**config.mk**
```make
export PLATFORM = sky130hd
export DESIGN_NAME = serial_alu_n_flat
export DESIGN_NICKNAME = d
export VERILOG_FILES = /design/src/rtl/serial_alu_pkg.sv /design/src/rtl/serial_alu_n_if.sv /design/src/rtl/serial_adder_digit.sv /design/src/rtl/serial_alu_n.sv /design/src/flat_wrapper.sv
export SDC_FILE = /design/constraint.sdc
export NUM_CORES = 1
export LEC_CHECK = 0
export ABC_AREA = 0
export BUFFER_PORTS_ARGS = -buffer_cell sky130_fd_sc_hd__buf_2
export CORE_ASPECT_RATIO = 0.9
export CORE_MARGIN = 5
export CORE_UTILIZATION = 59
export DETAILED_ROUTE_END_ITERATION = 10
export PLACE_DENSITY = 0.81
export SYNTH_ARGS = -nofsm -noshare
export SYNTH_HDL_FRONTEND = slang
export SYNTH_SLANG_ARGS = --single-unit
```
**constraint.sdc**
```tcl
create_clock -name clk -period 5.9 [get_ports clk]
set_input_delay 1.18 -clock clk [delete_from_list [all_inputs] [get_ports clk]]
set_output_delay 1.18 -clock clk [all_outputs]
set_load 0.01 [all_outputs]
```
**src/rtl/serial_alu_pkg.sv**
```systemverilog
// serial_alu_pkg: op codes, FSM states and flag indices
// shared by the serial ALU and its bench.
package serial_alu_pkg;

  typedef enum logic [3:0] {
    OP_ADD = 4'd0,
    OP_SUB = 4'd1,
    OP_ADC = 4'd2,
    OP_SBC = 4'd3,
    OP_AND = 4'd4,
    OP_OR  = 4'd5,
    OP_XOR = 4'd6,
    OP_MOV = 4'd7,
    OP_CMP = 4'd8,
    OP_NEG = 4'd9
  } op_e;

  typedef enum logic [1:0] {
    ST_IDLE  = 2'd0,
    ST_RUN   = 2'd1,
    ST_FLUSH = 2'd2
  } state_e;

  localparam int FLAG_C = 0;
  localparam int FLAG_V = 1;
  localparam int FLAG_S = 2;
  localparam int FLAG_Z = 3;

  function automatic logic is_arith(op_e o);
    return !(o inside {OP_AND, OP_OR, OP_XOR, OP_MOV});
  endfunction

endpackage

```
**src/rtl/serial_alu_n_if.sv**
```systemverilog
// serial_alu_n_if: command, digit stream and flag bundle
// between a host (master) and the serial ALU (slave).
interface serial_alu_n_if #(
  parameter int DIGIT_BITS = 2,
  parameter int MAX_WORDS  = 4
);
  localparam int LW = $clog2(MAX_WORDS) + 1;

  logic                  start;
  logic [3:0]            op;
  logic [LW-1:0]         len_words;
  logic                  update_flags;
  logic                  in_valid;
  logic [DIGIT_BITS-1:0] a_in;
  logic [DIGIT_BITS-1:0] b_in;
  logic                  in_ready;
  logic                  out_valid;
  logic [DIGIT_BITS-1:0] result_out;
  logic                  busy;
  logic                  done;
  logic                  flag_c;
  logic                  flag_v;
  logic                  flag_s;
  logic                  flag_z;

  modport master (
    output start, op, len_words, update_flags,
    output in_valid, a_in, b_in,
    input  in_ready, out_valid, result_out,
    input  busy, done,
    input  flag_c, flag_v, flag_s, flag_z
  );

  modport slave (
    input  start, op, len_words, update_flags,
    input  in_valid, a_in, b_in,
    output in_ready, out_valid, result_out,
    output busy, done,
    output flag_c, flag_v, flag_s, flag_z
  );

endinterface

```
**src/rtl/serial_adder_digit.sv**
```systemverilog
// serial_adder_digit: one digit of a ripple add with
// carry-out and signed overflow of that digit.
module serial_adder_digit #(
  parameter int W = 2
) (
  input  logic [W-1:0] x,
  input  logic [W-1:0] y,
  input  logic         cin,
  output logic [W-1:0] sum,
  output logic         cout,
  output logic         ovf
);
  logic [W:0] s;

  assign s    = {1'b0, x} + {1'b0, y} + {{W{1'b0}}, cin};
  assign sum  = s[W-1:0];
  assign cout = s[W];
  assign ovf  = (x[W-1] == y[W-1]) && (s[W-1] != x[W-1]);

endmodule

```
**src/rtl/serial_alu_n.sv**
```systemverilog
// serial_alu_n: digit-serial multi-word ALU, LSB digit first,
// carry chained across digits, C/V/S/Z flags at op end.
module serial_alu_n
  import serial_alu_pkg::*;
#(
  parameter int DIGIT_BITS = 2,
  parameter int REG_BITS   = 8,
  parameter int MAX_WORDS  = 4
) (
  input logic           clk,
  input logic           reset,
  serial_alu_n_if.slave bus
);
  localparam int DPW  = REG_BITS / DIGIT_BITS;
  localparam int NMAX = MAX_WORDS * DPW;
  localparam int CW   = $clog2(NMAX) + 1;
  localparam int LW   = $clog2(MAX_WORDS) + 1;
  localparam int MSB  = DIGIT_BITS - 1;

  typedef logic [DIGIT_BITS-1:0] dig_t;

  state_e        state;
  op_e           op_q;
  logic          upd_q;
  logic [CW-1:0] cnt;
  logic [CW-1:0] last;
  logic [CW-1:0] last_c;
  logic [LW-1:0] len_c;
  logic          carry;
  logic          v_pend;
  logic          s_pend;
  logic          z_acc;
  logic [3:0]    flags;
  logic          out_v;
  dig_t          res_q;

  logic xfer, first, cin0, cin, cout, ovf;
  dig_t x, y, sum, res;

  assign xfer  = (state == ST_RUN) && bus.in_valid;
  assign first = (cnt == '0);
  assign cin   = first ? cin0 : carry;

  always_comb begin
    len_c = bus.len_words;
    if (len_c == '0)
      len_c = LW'(1);
    else if (len_c > LW'(MAX_WORDS))
      len_c = LW'(MAX_WORDS);
  end

  assign last_c = CW'(len_c) * CW'(DPW) - CW'(1);

  // SBC chains the stored carry like ADC; C=1 means no borrow
  always_comb begin
    x    = bus.a_in;
    y    = bus.b_in;
    cin0 = 1'b0;
    unique case (op_q)
      OP_SUB, OP_CMP: begin
        y    = ~bus.b_in;
        cin0 = 1'b1;
      end
      OP_SBC: begin
        y    = ~bus.b_in;
        cin0 = flags[FLAG_C];
      end
      OP_ADC: cin0 = flags[FLAG_C];
      OP_NEG: begin
        x    = '0;
        y    = ~bus.a_in;
        cin0 = 1'b1;
      end
      default: ;
    endcase
  end

  serial_adder_digit #(.W(DIGIT_BITS)) u_add (
    .x    (x),
    .y    (y),
    .cin  (cin),
    .sum  (sum),
    .cout (cout),
    .ovf  (ovf)
  );

  always_comb begin
    res = sum;
    unique case (op_q)
      OP_AND:  res = bus.a_in & bus.b_in;
      OP_OR:   res = bus.a_in | bus.b_in;
      OP_XOR:  res = bus.a_in ^ bus.b_in;
      OP_MOV:  res = bus.b_in;
      default: ;
    endcase
  end

  always_ff @(posedge clk or posedge reset) begin
    if (reset) begin
      state  <= ST_IDLE;
      op_q   <= OP_ADD;
      upd_q  <= 1'b0;
      cnt    <= '0;
      last   <= '0;
      carry  <= 1'b0;
      v_pend <= 1'b0;
      s_pend <= 1'b0;
      z_acc  <= 1'b0;
      flags  <= '0;
      out_v  <= 1'b0;
      res_q  <= '0;
    end else begin
      out_v <= xfer && (op_q != OP_CMP);
      if (xfer) begin
        res_q  <= res;
        cnt    <= cnt + CW'(1);
        carry  <= cout;
        v_pend <= ovf;
        s_pend <= res[MSB];
        z_acc  <= (first | z_acc) & (res == '0);
      end
      unique case (state)
        ST_IDLE: if (bus.start) begin
          op_q  <= op_e'(bus.op);
          upd_q <= bus.update_flags;
          last  <= last_c;
          cnt   <= '0;
          state <= ST_RUN;
        end
        ST_RUN: if (xfer && cnt == last) state <= ST_FLUSH;
        ST_FLUSH: begin
          state <= ST_IDLE;
          if (upd_q) begin
            flags[FLAG_S] <= s_pend;
            flags[FLAG_Z] <= z_acc;
            if (is_arith(op_q)) begin
              flags[FLAG_C] <= carry;
              flags[FLAG_V] <= v_pend;
            end
          end
        end
        default: state <= ST_IDLE;
      endcase
    end
  end

  assign bus.in_ready   = (state == ST_RUN);
  assign bus.busy       = (state != ST_IDLE);
  assign bus.done       = (state == ST_FLUSH);
  assign bus.out_valid  = out_v;
  assign bus.result_out = res_q;
  assign bus.flag_c     = flags[FLAG_C];
  assign bus.flag_v     = flags[FLAG_V];
  assign bus.flag_s     = flags[FLAG_S];
  assign bus.flag_z     = flags[FLAG_Z];

endmodule

```
**src/flat_wrapper.sv**
```systemverilog
// flat-port wrapper written by rule: the top's interface ports become plain ports
module serial_alu_n_flat import serial_alu_pkg::*;
#(
  parameter int DIGIT_BITS = 2,
  parameter int REG_BITS   = 8,
  parameter int MAX_WORDS  = 4
)
  (clk, reset, bus_start, bus_op, bus_len_words, bus_update_flags, bus_in_valid, bus_a_in, bus_b_in, bus_in_ready, bus_out_valid, bus_result_out, bus_busy, bus_done, bus_flag_c, bus_flag_v, bus_flag_s, bus_flag_z);
  serial_alu_n_if #(.DIGIT_BITS(DIGIT_BITS), .MAX_WORDS(MAX_WORDS)) bus_i ();
  input logic clk;
  input logic reset;
  input wire logic [$bits(bus_i.start)-1:0] bus_start;
  input wire logic [$bits(bus_i.op)-1:0] bus_op;
  input wire logic [$bits(bus_i.len_words)-1:0] bus_len_words;
  input wire logic [$bits(bus_i.update_flags)-1:0] bus_update_flags;
  input wire logic [$bits(bus_i.in_valid)-1:0] bus_in_valid;
  input wire logic [$bits(bus_i.a_in)-1:0] bus_a_in;
  input wire logic [$bits(bus_i.b_in)-1:0] bus_b_in;
  output wire logic [$bits(bus_i.in_ready)-1:0] bus_in_ready;
  output wire logic [$bits(bus_i.out_valid)-1:0] bus_out_valid;
  output wire logic [$bits(bus_i.result_out)-1:0] bus_result_out;
  output wire logic [$bits(bus_i.busy)-1:0] bus_busy;
  output wire logic [$bits(bus_i.done)-1:0] bus_done;
  output wire logic [$bits(bus_i.flag_c)-1:0] bus_flag_c;
  output wire logic [$bits(bus_i.flag_v)-1:0] bus_flag_v;
  output wire logic [$bits(bus_i.flag_s)-1:0] bus_flag_s;
  output wire logic [$bits(bus_i.flag_z)-1:0] bus_flag_z;
  assign bus_i.start = bus_start;
  assign bus_i.op = bus_op;
  assign bus_i.len_words = bus_len_words;
  assign bus_i.update_flags = bus_update_flags;
  assign bus_i.in_valid = bus_in_valid;
  assign bus_i.a_in = bus_a_in;
  assign bus_i.b_in = bus_b_in;
  assign bus_in_ready = bus_i.in_ready;
  assign bus_out_valid = bus_i.out_valid;
  assign bus_result_out = bus_i.result_out;
  assign bus_busy = bus_i.busy;
  assign bus_done = bus_i.done;
  assign bus_flag_c = bus_i.flag_c;
  assign bus_flag_v = bus_i.flag_v;
  assign bus_flag_s = bus_i.flag_s;
  assign bus_flag_z = bus_i.flag_z;
  serial_alu_n #(.DIGIT_BITS(DIGIT_BITS), .REG_BITS(REG_BITS), .MAX_WORDS(MAX_WORDS)) u_core (.clk(clk), .reset(reset), .bus(bus_i));
endmodule
```
# [Word level (Yosys, flattened, before mapping)]
# Cells that the tools add are included.
[totals] mem_bits_ro=0 out_inout_bits=10 ff_bits=28 latchBits=0 ramBits=0 n_memories=0 wordCells=73
[classes] div_mod_pow=0 addsub=4 multipliers=0 n_reduce_logical=17 shift=0 n_bitwise=8 n_eq_ne=17 n_lt_le_gt_ge=1 mux=13
[ops] op="4-bit by 3-bit == test with 1-bit output, second input constant" n=4
[ops] op="5-bit two-way mux" n=3
[ops] op="4-bit by 2-bit == test with 1-bit output, second input constant" n=2
[ops] op="4-bit == test, second input constant" n=2
[ops] op="2-bit one-hot mux with 2 select lines" n=2
[ops] op="2-bit one-hot mux with 4 select lines" n=1
[ops] op="2-bit two-way mux" n=3
[ops] op="3-bit two-way mux" n=2
[ops] op="2-bit AND reduction" n=3
[ops] op="3-bit OR reduction" n=2
[ops] op="5-bit by 1-bit adder with 5-bit output, second input constant" n=1
[ops] op="5-bit == test" n=1
[ops] op="5-bit logical NOT" n=1
[ops] op="5-bit by 1-bit subtractor with 5-bit output, second input constant" n=1
[ops] op="4-bit by 1-bit == test with 1-bit output, second input constant" n=1
[ops] op="1-bit logical AND" n=4
[ops] op="2-bit logical NOT" n=2
[ops] op="4-bit inequality test, second input constant" n=1
[ops] op="2-bit NOT" n=2
[ops] op="4-bit nonzero test" n=1
[ops] op="2-bit by 2-bit adder with 3-bit output" n=1
[ops] op="3-bit by 1-bit adder with 3-bit output" n=1
[ops] op="3-bit greater-than comparator, second input constant" n=1
[ops] op="3-bit logical NOT" n=1
[ops] op="17 further kinds" n=17

# [Logic depth before layout (Yosys ltp)]
# Gate-level depths: netlist (run 1).
[logic_depth] depth_word=8 mapped_depth=10 ltp_nobuf=10

# [Modules after synthesis]
# A second synthesis (run 1) with hierarchy kept.
[unflattened] hier_cells=163 hier_area_um2=1590.3
[by_module_without_submodules] mod="serial_alu_n" n_inst=1 cells_each=150 area_each_um2=1495.2 seq_area_each_um2=650.6
[by_module_without_submodules] mod="serial_adder_digit" n_inst=1 cells_each=13 area_each_um2=95.1 seq_area_each_um2=0.0

# [Worst setup path before layout (run 1)]
# Ideal clock, no wire load.
[synth_path] path_kind="in2reg" start="input bus_b_in[0]" end="register u_core.z_acc" arrival_time_ns=2.854 path_buffers=0 stages=8 required_ns=5.771 path_slack_ns=2.917 path_cell_list="o22ai_1 a2bb2oi_1 o21ai_0 fa_1 fa_1 nor2b_1 o2bb2ai_1 a211oi_2"
[synth_via] elab_chain_len=7 elab_cells_between_ends=10 classes_between="2 x add/sub; 2 x mux; 5 x bitwise; 1 x reduce/logical"
[synth_lines] element="start, declared" line="flat_wrapper.sv:18" text="input wire logic [$bits(bus_i.b_in)-1:0] bus_b_in;"
[synth_lines] element="2-bit NOT" line="serial_alu_n.sv:61, serial_alu_n.sv:65"
[synth_lines] element="2-bit one-hot mux with 2 select lines" line="serial_alu_n.sv:59" text="unique case (op_q)"
[synth_lines] element="2-bit by 2-bit adder with 3-bit output" line="serial_adder_digit.sv:15" text="assign s = {1'b0, x} + {1'b0, y} + {{W{1'b0}}, cin};"
[synth_lines] element="3-bit by 1-bit adder with 3-bit output" line="serial_adder_digit.sv:15"
[synth_lines] element="2-bit one-hot mux with 4 select lines *" line="serial_alu_n.sv:89" text="unique case (op_q)"
[synth_lines] element="2-bit logical NOT *" line="serial_alu_n.sv:120" text="z_acc <= (first | z_acc) & (res == '0);"
[synth_lines] element="1-bit bitwise AND *" line="serial_alu_n.sv:120"
[synth_lines] element="end signal, assigned" line="serial_alu_n.sv:120"
[synth_lines] element="end, declared" line="serial_alu_n.sv:32" text="logic z_acc;"
# Mark *: on every way between the ends. The rest lies on a longest branch, timed or not.
# A chain may end at the register's enable or synchronous reset.

# [Worst setup path in the final report (run 1)]
# Ends and elaborated chain as after synthesis.

==> results_dict.tcl, run 1 <==
set metrics [dict create \
    status "finished clean" \
    drt_wl_total_mm 2.934 \
    power.share.switching_pct 39.56 \
    fp-row-count 17 \
    cts_root_buffer "clkbuf_4" \
    holdWs_ns 0.4999 \
    fmax_mhz 335.6 \
    nets 205 \
    avgSynthCellArea_um2 9.729 \
    crit_arrival_ns 3.17 \
    cts_setup_buffers 0 \
    syn-cell-area_mm2 0.001518 \
    h-tree-depth 1 \
    critPathKind "input pin to register" \
    final_util_pct 67.29 \
    synth_top_area_share_pct 42.87 \
    yosys.area.top_type "dfrtp_1" \
    p_switching_w 0.0002833 \
    ys_types 38 \
    drt_iter0_markers 54 \
    fillers 203 \
    hold_viol_final 0 \
    cts_made_buffers 3 \
    via_per_inst 5.668 \
    multi_input_area_um2 782.0 \
    worst_setup_path_end_kind "register" \
    insertion_delay_ns 0.31 \
    die_area_mm2 0.003688 \
    grt_pass1_wl_mm 4.995 \
    ant_nets 0 \
    rsz0062_at_grt "false" \
    setup_viol 0 \
    ys_seq_area_share_pct 42.87 \
    insertedDiodeCount 0 \
    cts_sinks 26 \
    gr-total-overflow 0 \
    internal_power_w 0.0004327 \
    comb_power_share_pct 46.3 \
    tns_ns 0 \
    antenna_found_initial 0 \
    routabilityCongestion 0.9028 \
    slew-limit-headroom_pct 34.65 \
    top_level_ports 26 \
    hold_path_class "register to register" \
    cts_tree "done" \
    synth_cells 156 \
    cts.clk_slew.worst_paths_ns 0.13 \
    tightest_slew_ns 0.9792 \
    cp_max_fo 6 \
    core_area_mm2 0.002467 \
    drc 0 \
    ff_latch_area_um2 650.6 \
    clockBufferDepth 2 \
    final_cell_mix "nand2_1 (31), dfrtp_1 (26), buf_2 (25)" \
    post_drt_wl_per_cell_um 14.31 \
    start_util_pct 61.51 \
    dpl.hpwl_mm 2.312 \
    fp.dieH_um 58.12 \
    yosys_warnings 0 \
    track_usage_pct 16.82 \
    max-cap-violations 0 \
    critPathLaunchType "input pin" \
    ir_drop_uv 339.7 \
    holdBufCountCts 0 \
    areaGrowthSynthToFinish_pct 9.398 \
    synth.area.top_cells "dfrtp_1 (43%), nand2_1 (7.7%), ha_1 (6.6%)" \
    cp.required_ns 6.09 \
    drv_slew 0 \
    drive_gt1_share_pct 21.47 \
    pwr-share-seq_pct 43.8 \
    mostFrequentLayoutCell "nand2_1" \
    grt_pass1_vias 1116 \
    synth_nets 182 \
    skew_ns 0.006442 \
    die_x_um 63.46 \
    grt_max_degree 27 \
    power_frac_clock_pct 10.0 \
    post-route-period-util_pct 50.50 \
    vias 1162 \
    cts_resized 0 \
    leakagePower_nw 0.8422 \
    drtPass1Iterations 4 \
    yosys_register_bits 26 \
    period_minus_slack_ns 2.980 \
    numPortBuffers 25 \
    p_per_area_mw_per_mm2 431.2 \
]
-- logic make-up after synthesis --
logic type / count (synthesis) / share of synthesized area (%)
DFF: 26 / 42.87
xor gates and xnor gates: 8 / 4.617
adders and majority gates: 10 / 9.234
and+or+nand+nor: 62 / 19.37
buffers and inverters: 19 / 5.606
AOI/OAI and AO/OA: 22 / 9.398
muxes: 9 / 8.904
-- critical path, stage by stage --
cell	delay [ns]
buf_2	0.14
o22ai_1	0.10
a2bb2oi_1	0.15
o21ai_0	0.14
fa_1	0.48
fa_1	0.58
nor2b_1	0.20
o2bb2ai_1	0.15
a211oi_2	0.05
-- power groups by stage --
stage                     sequential [W]  clock [W]  combinational (W)
after floorplan                 0.000286          0           0.000290
after global placement          0.000312          0           0.000318
after detailed placement        0.000316          0           0.000334
after CTS                       0.000312  0.0000757           0.000336
after global routing            0.000323  0.0000851           0.000378
final                           0.000313  0.0000713           0.000331
-- worst paths after layout --
| kind | from | end | slack [ns] | depth (start not counted) |
|---|---|---|---|---|
| max in group asynchronous | reset | u_core.cnt[1] | 4.23 | 2 |
| max | bus_b_in[0] | u_core.z_acc | 2.92 | 9 |
| min | u_core.upd_q | u_core.upd_q | 0.50 | 2 |
| min in group asynchronous | reset | u_core.flags[2] | 1.07 | 2 |
| min reg2reg | u_core.upd_q | u_core.upd_q | 0.50 | 2 |
| max reg2reg | u_core.cnt[0] | u_core.z_acc | 2.96 | 9 |
-- stage by stage --
stage	cells	power, W	setup WS, ns	instance area (um^2)
floorplan	156	0.0005764	2.917	1518
global placement	202	0.0006296	2.691	1638
detailed placement	202	0.0006503	2.576	1638
CTS	205	0.0007238	2.930	1660
global route	205	0.0007857	2.803	1660
finish	205	0.0007160	2.920	1660
-- cells in the mapped netlist --
| cell | number |
|---|---|
| fa_1 | 2 |
| nor2b_1 | 3 |
| a2111oi_0 | 1 |
| or3_1 | 1 |
| nand4_1 | 3 |
| buf_4 | 1 |
| nor2_1 | 10 |
| o22ai_1 | 2 |
| a21oi_1 | 5 |
| nand2_1 | 31 |
| mux2_2 | 5 |
| a21o_1 | 2 |
| a2bb2oi_1 | 2 |
| o21ai_0 | 7 |
| o2bb2ai_1 | 1 |
| dfrtp_1 | 26 |
| ha_1 | 8 |
| and3b_1 | 1 |
| xor2_1 | 3 |
| nor4bb_1 | 1 |
| o31ai_1 | 1 |
| a211oi_2 | 1 |
| clkbuf_1 | 3 |
| nand3_1 | 1 |
| mux4_2 | 1 |
| buf_6 | 1 |
| nor3_1 | 1 |
| buf_2 | 2 |
| and3_1 | 1 |
| mux2_4 | 2 |
| nand3b_1 | 1 |
| mux4_1 | 1 |
| and2_1 | 1 |
| nand2b_1 | 5 |
| xnor2_1 | 5 |
| or4b_1 | 1 |
| or2_2 | 1 |
| inv_1 | 12 |
-- flip-flops by register name, summed over array words and instances (netlist names) --
register / flops
u_core.upd_q: 1
u_core.bus.result_out: 1
u_core.flags: 4
u_core.state: 2
u_core.cnt: 5
u_core.op_q: 4
u_core.bus.out_valid: 1
u_core.s_pend: 1
u_core.v_pend: 1
u_core.last: 4
u_core.z_acc: 1
u_core.carry: 1
-- per-layer routing --
metal  track usage [%]  vias up  share of wire [%]
li1                  -      566                  -
met1             19.95      560                 44
met2             29.71       32                 51
met3             4.457        4                3.8
met4             5.341        0                1.2
met5                 0        -                  0
-- layout make-up --
cell class                 count  share of cell area [%]
clock buffer                   3                   1.356
inverter                      12                   2.713
multi-input combinational    111                   47.10
sequential                    26                   39.19
tap                           28                   2.110
timing repair buffer          25                   7.536
(Power assumes the default switching activity.)
==> run 2: changes to the inputs <==
- CORE_UTILIZATION: 59 -> 50
- PLACE_DENSITY: 0.81 -> 0.73
- clock period: 5.9 -> 2.7 ns (I/O delays scaled with it)
==> run 2 against run 1 <==
  * Clock-buffer cell count up 1
  * Critical path depth unchanged
  * Power up 140%
  * Setup slack worse by 2.9 ns
  * Cell count up 10%
  * Sequential power up 110%
  * Die area up 15%
  * Design area up 7.0%
  * Hold slack worse by 0.11 ns
  * Via count up 0.34%
  * Wire length up 1.0%
  * Sequential share of layout area down 2.5 points
  * Largest power group unchanged
==> results_dict.tcl, run 2 (same netlist as run 1, synthesis figures left out) <==
set metrics [dict create \
    worst_setup_path_end_kind "register" \
    critPathLaunchType "register" \
    routabilityCongestion 0.7842 \
    fmax_mhz 376.2 \
    crit_arrival_ns 2.92 \
    worst_r2r_path_depth 9 \
    holdBufCountCts 0 \
    drc 0 \
    areaGrowthSynthToFinish_pct 17.06 \
    post-route-period-util_pct 98.45 \
    pwr-share-seq_pct 37.1 \
    fp.dieH_um 62.27 \
    power.share.switching_pct 38.42 \
    cts_made_buffers 3 \
    insertedDiodeCount 0 \
    core_area_mm2 0.002995 \
    rsz0062_at_grt "true" \
    regMostFlops "u_core.cnt" \
    track_usage_pct 15.57 \
    cts_sinks 26 \
    mostFrequentLayoutCell "nand2_1" \
    setup_viol 0 \
    gr-total-overflow 0 \
    path_cells "inv_2, ha_4, or4b_4, a21o_1, fa_2, fa_1, nor2b_4, o2bb2ai_2, a211oi_2" \
    drt_iter0_markers 25 \
    internal_power_w 0.001078 \
    power_frac_clock_pct 11.3 \
    antenna_found_initial 0 \
    critPathKind "register to register" \
    largest_reg_flops 5 \
    hold_path_class "input pin to asynchronous set/reset pin" \
    p_total_w 0.001751 \
    h-tree-depth 1 \
    ant_nets 0 \
    skew_ns 0.01227 \
    clockBufferDepth 2 \
    drt_wl_total_mm 2.964 \
    p_per_area_mw_per_mm2 985.6 \
    fp-row-count 19 \
    dpl.hpwl_mm 2.175 \
    critical-path-max-stage-delay_ns 0.52 \
    top_level_ports 26 \
    die_x_um 68.08 \
    comb_power_share_pct 51.6 \
    tightest_slew_ns 0.9477 \
    finalInstanceArea_mm2 0.001777 \
    nets 211 \
    die_area_mm2 0.004239 \
    hold_viol_final 0 \
    dp.cells 221 \
    fillers 277 \
    cts_tree "done" \
    drive_gt1_share_pct 29.35 \
    cpMaxStageDelayCell "fa_1" \
    drtPass1Iterations 4 \
    grt_max_degree 27 \
    leakagePower_nw 0.8858 \
    period_minus_slack_ns 2.658 \
    cp.required_ns 2.96 \
    start_util_pct 50.67 \
    grt_pass1_wl_mm 5.092 \
    p_switching_w 0.0006728 \
    max-cap-violations 0 \
    cts.clk_slew.worst_paths_ns 0.14 \
    vias 1166 \
    r2r_setup_slack_ns 0.04 \
    status "finished clean" \
    drv_slew 0 \
    insertion_delay_ns 0.33 \
    final_util_pct 59.32 \
    final_cell_mix "nand2_1 (31), buf_2 (25), dfrtp_1 (25)" \
    slew-limit-headroom_pct 36.75 \
    ir_drop_uv 482.4 \
    r2r_start "u_core.cnt[0]" \
    r2r-end "u_core.z_acc" \
    grt_pass1_vias 1132 \
    post_drt_wl_per_cell_um 13.12 \
    cts_root_buffer "clkbuf_4" \
    place_area_mm2 0.001695 \
    numPortBuffers 25 \
    cp_max_fo 3 \
    via_per_inst 5.159 \
    stdcell_count 226 \
]
-- run 2: changes by cell type in the layout (fill, tap and decap cells not counted), sizes merged --
cell / before / now
clkbuf: 3 / 4
buf: 25 / 31
-- run 2: routing by layer --
layer  wire length, um  track usage, %
met2              1518           25.87
met3               118           4.324
met4                44           4.467
met5                 0               0
met1              1282           19.37
-- run 2: power groups by stage --
stage / combinational (W) / clock (W) / sequential (W)
final: 0.000904 / 0.000197 / 0.000650
after global routing: 0.00100 / 0.000221 / 0.000674
after global placement: 0.000790 / 0 / 0.000643
after detailed placement: 0.000812 / 0 / 0.000650
after floorplan: 0.000641 / 0 / 0.000625
after CTS: 0.000867 / 0.000204 / 0.000641
-- run 2: repair_timing --
action	in CTS	in global routing
setup endpoints to repair	2	4
pin swaps	1	5
setup buffers	1	0
resized for setup	3	8
cloned	0	0
-- run 2: area by class of cell --
cell class	instances	area [um^2]	area share, %
inverters	12	45.04	2.535
clock buffers	4	36.28	2.042
repair buffers	31	170.2	9.577
multi-input cells	111	820.8	46.20
flip-flops and latches	26	651.9	36.69
well taps	42	52.55	2.958
-- run 2: worst max path at each step --
stage,startpoint,to,slack [ns],cells after the start
global route,u_core.cnt[0],u_core.z_acc,-0.05,9
detailed placement,u_core.cnt[0],u_core.z_acc,-0.09,9
finish,u_core.cnt[0],u_core.z_acc,0.04,9
floorplan,u_core.cnt[0],u_core.z_acc,0.006,9
CTS,u_core.cnt[0],u_core.z_acc,0.01,10
global placement,u_core.cnt[0],u_core.z_acc,-0.008,9
-- run 2: worst max-delay path, delay by kind of cell (launching register included) --
| kind | cells | cell delay [ns] |
|---|---|---|
| and+or+nand+nor | 2 | 0.62 |
| buffers and inverters | 1 | 0.08 |
| AOI/OAI and AO/OA | 3 | 0.50 |
| adders and majority gates | 3 | 0.97 |
| DFF | 1 | 0.41 |
-- run 2: stage by stage --
stage | worst slack (ns) | hold slack, ns | TNS (ns)
finish | 0.04186 | 0.3947 | 0
CTS | 0.01022 | 0.3840 | 0
global route | -0.05346 | 0.3880 | -0.05841
floorplan | 0.006240 | 0.4429 | 0
detailed placement | -0.08741 | 0.4743 | -0.1529
global placement | -0.007955 | 0.4615 | -0.007955
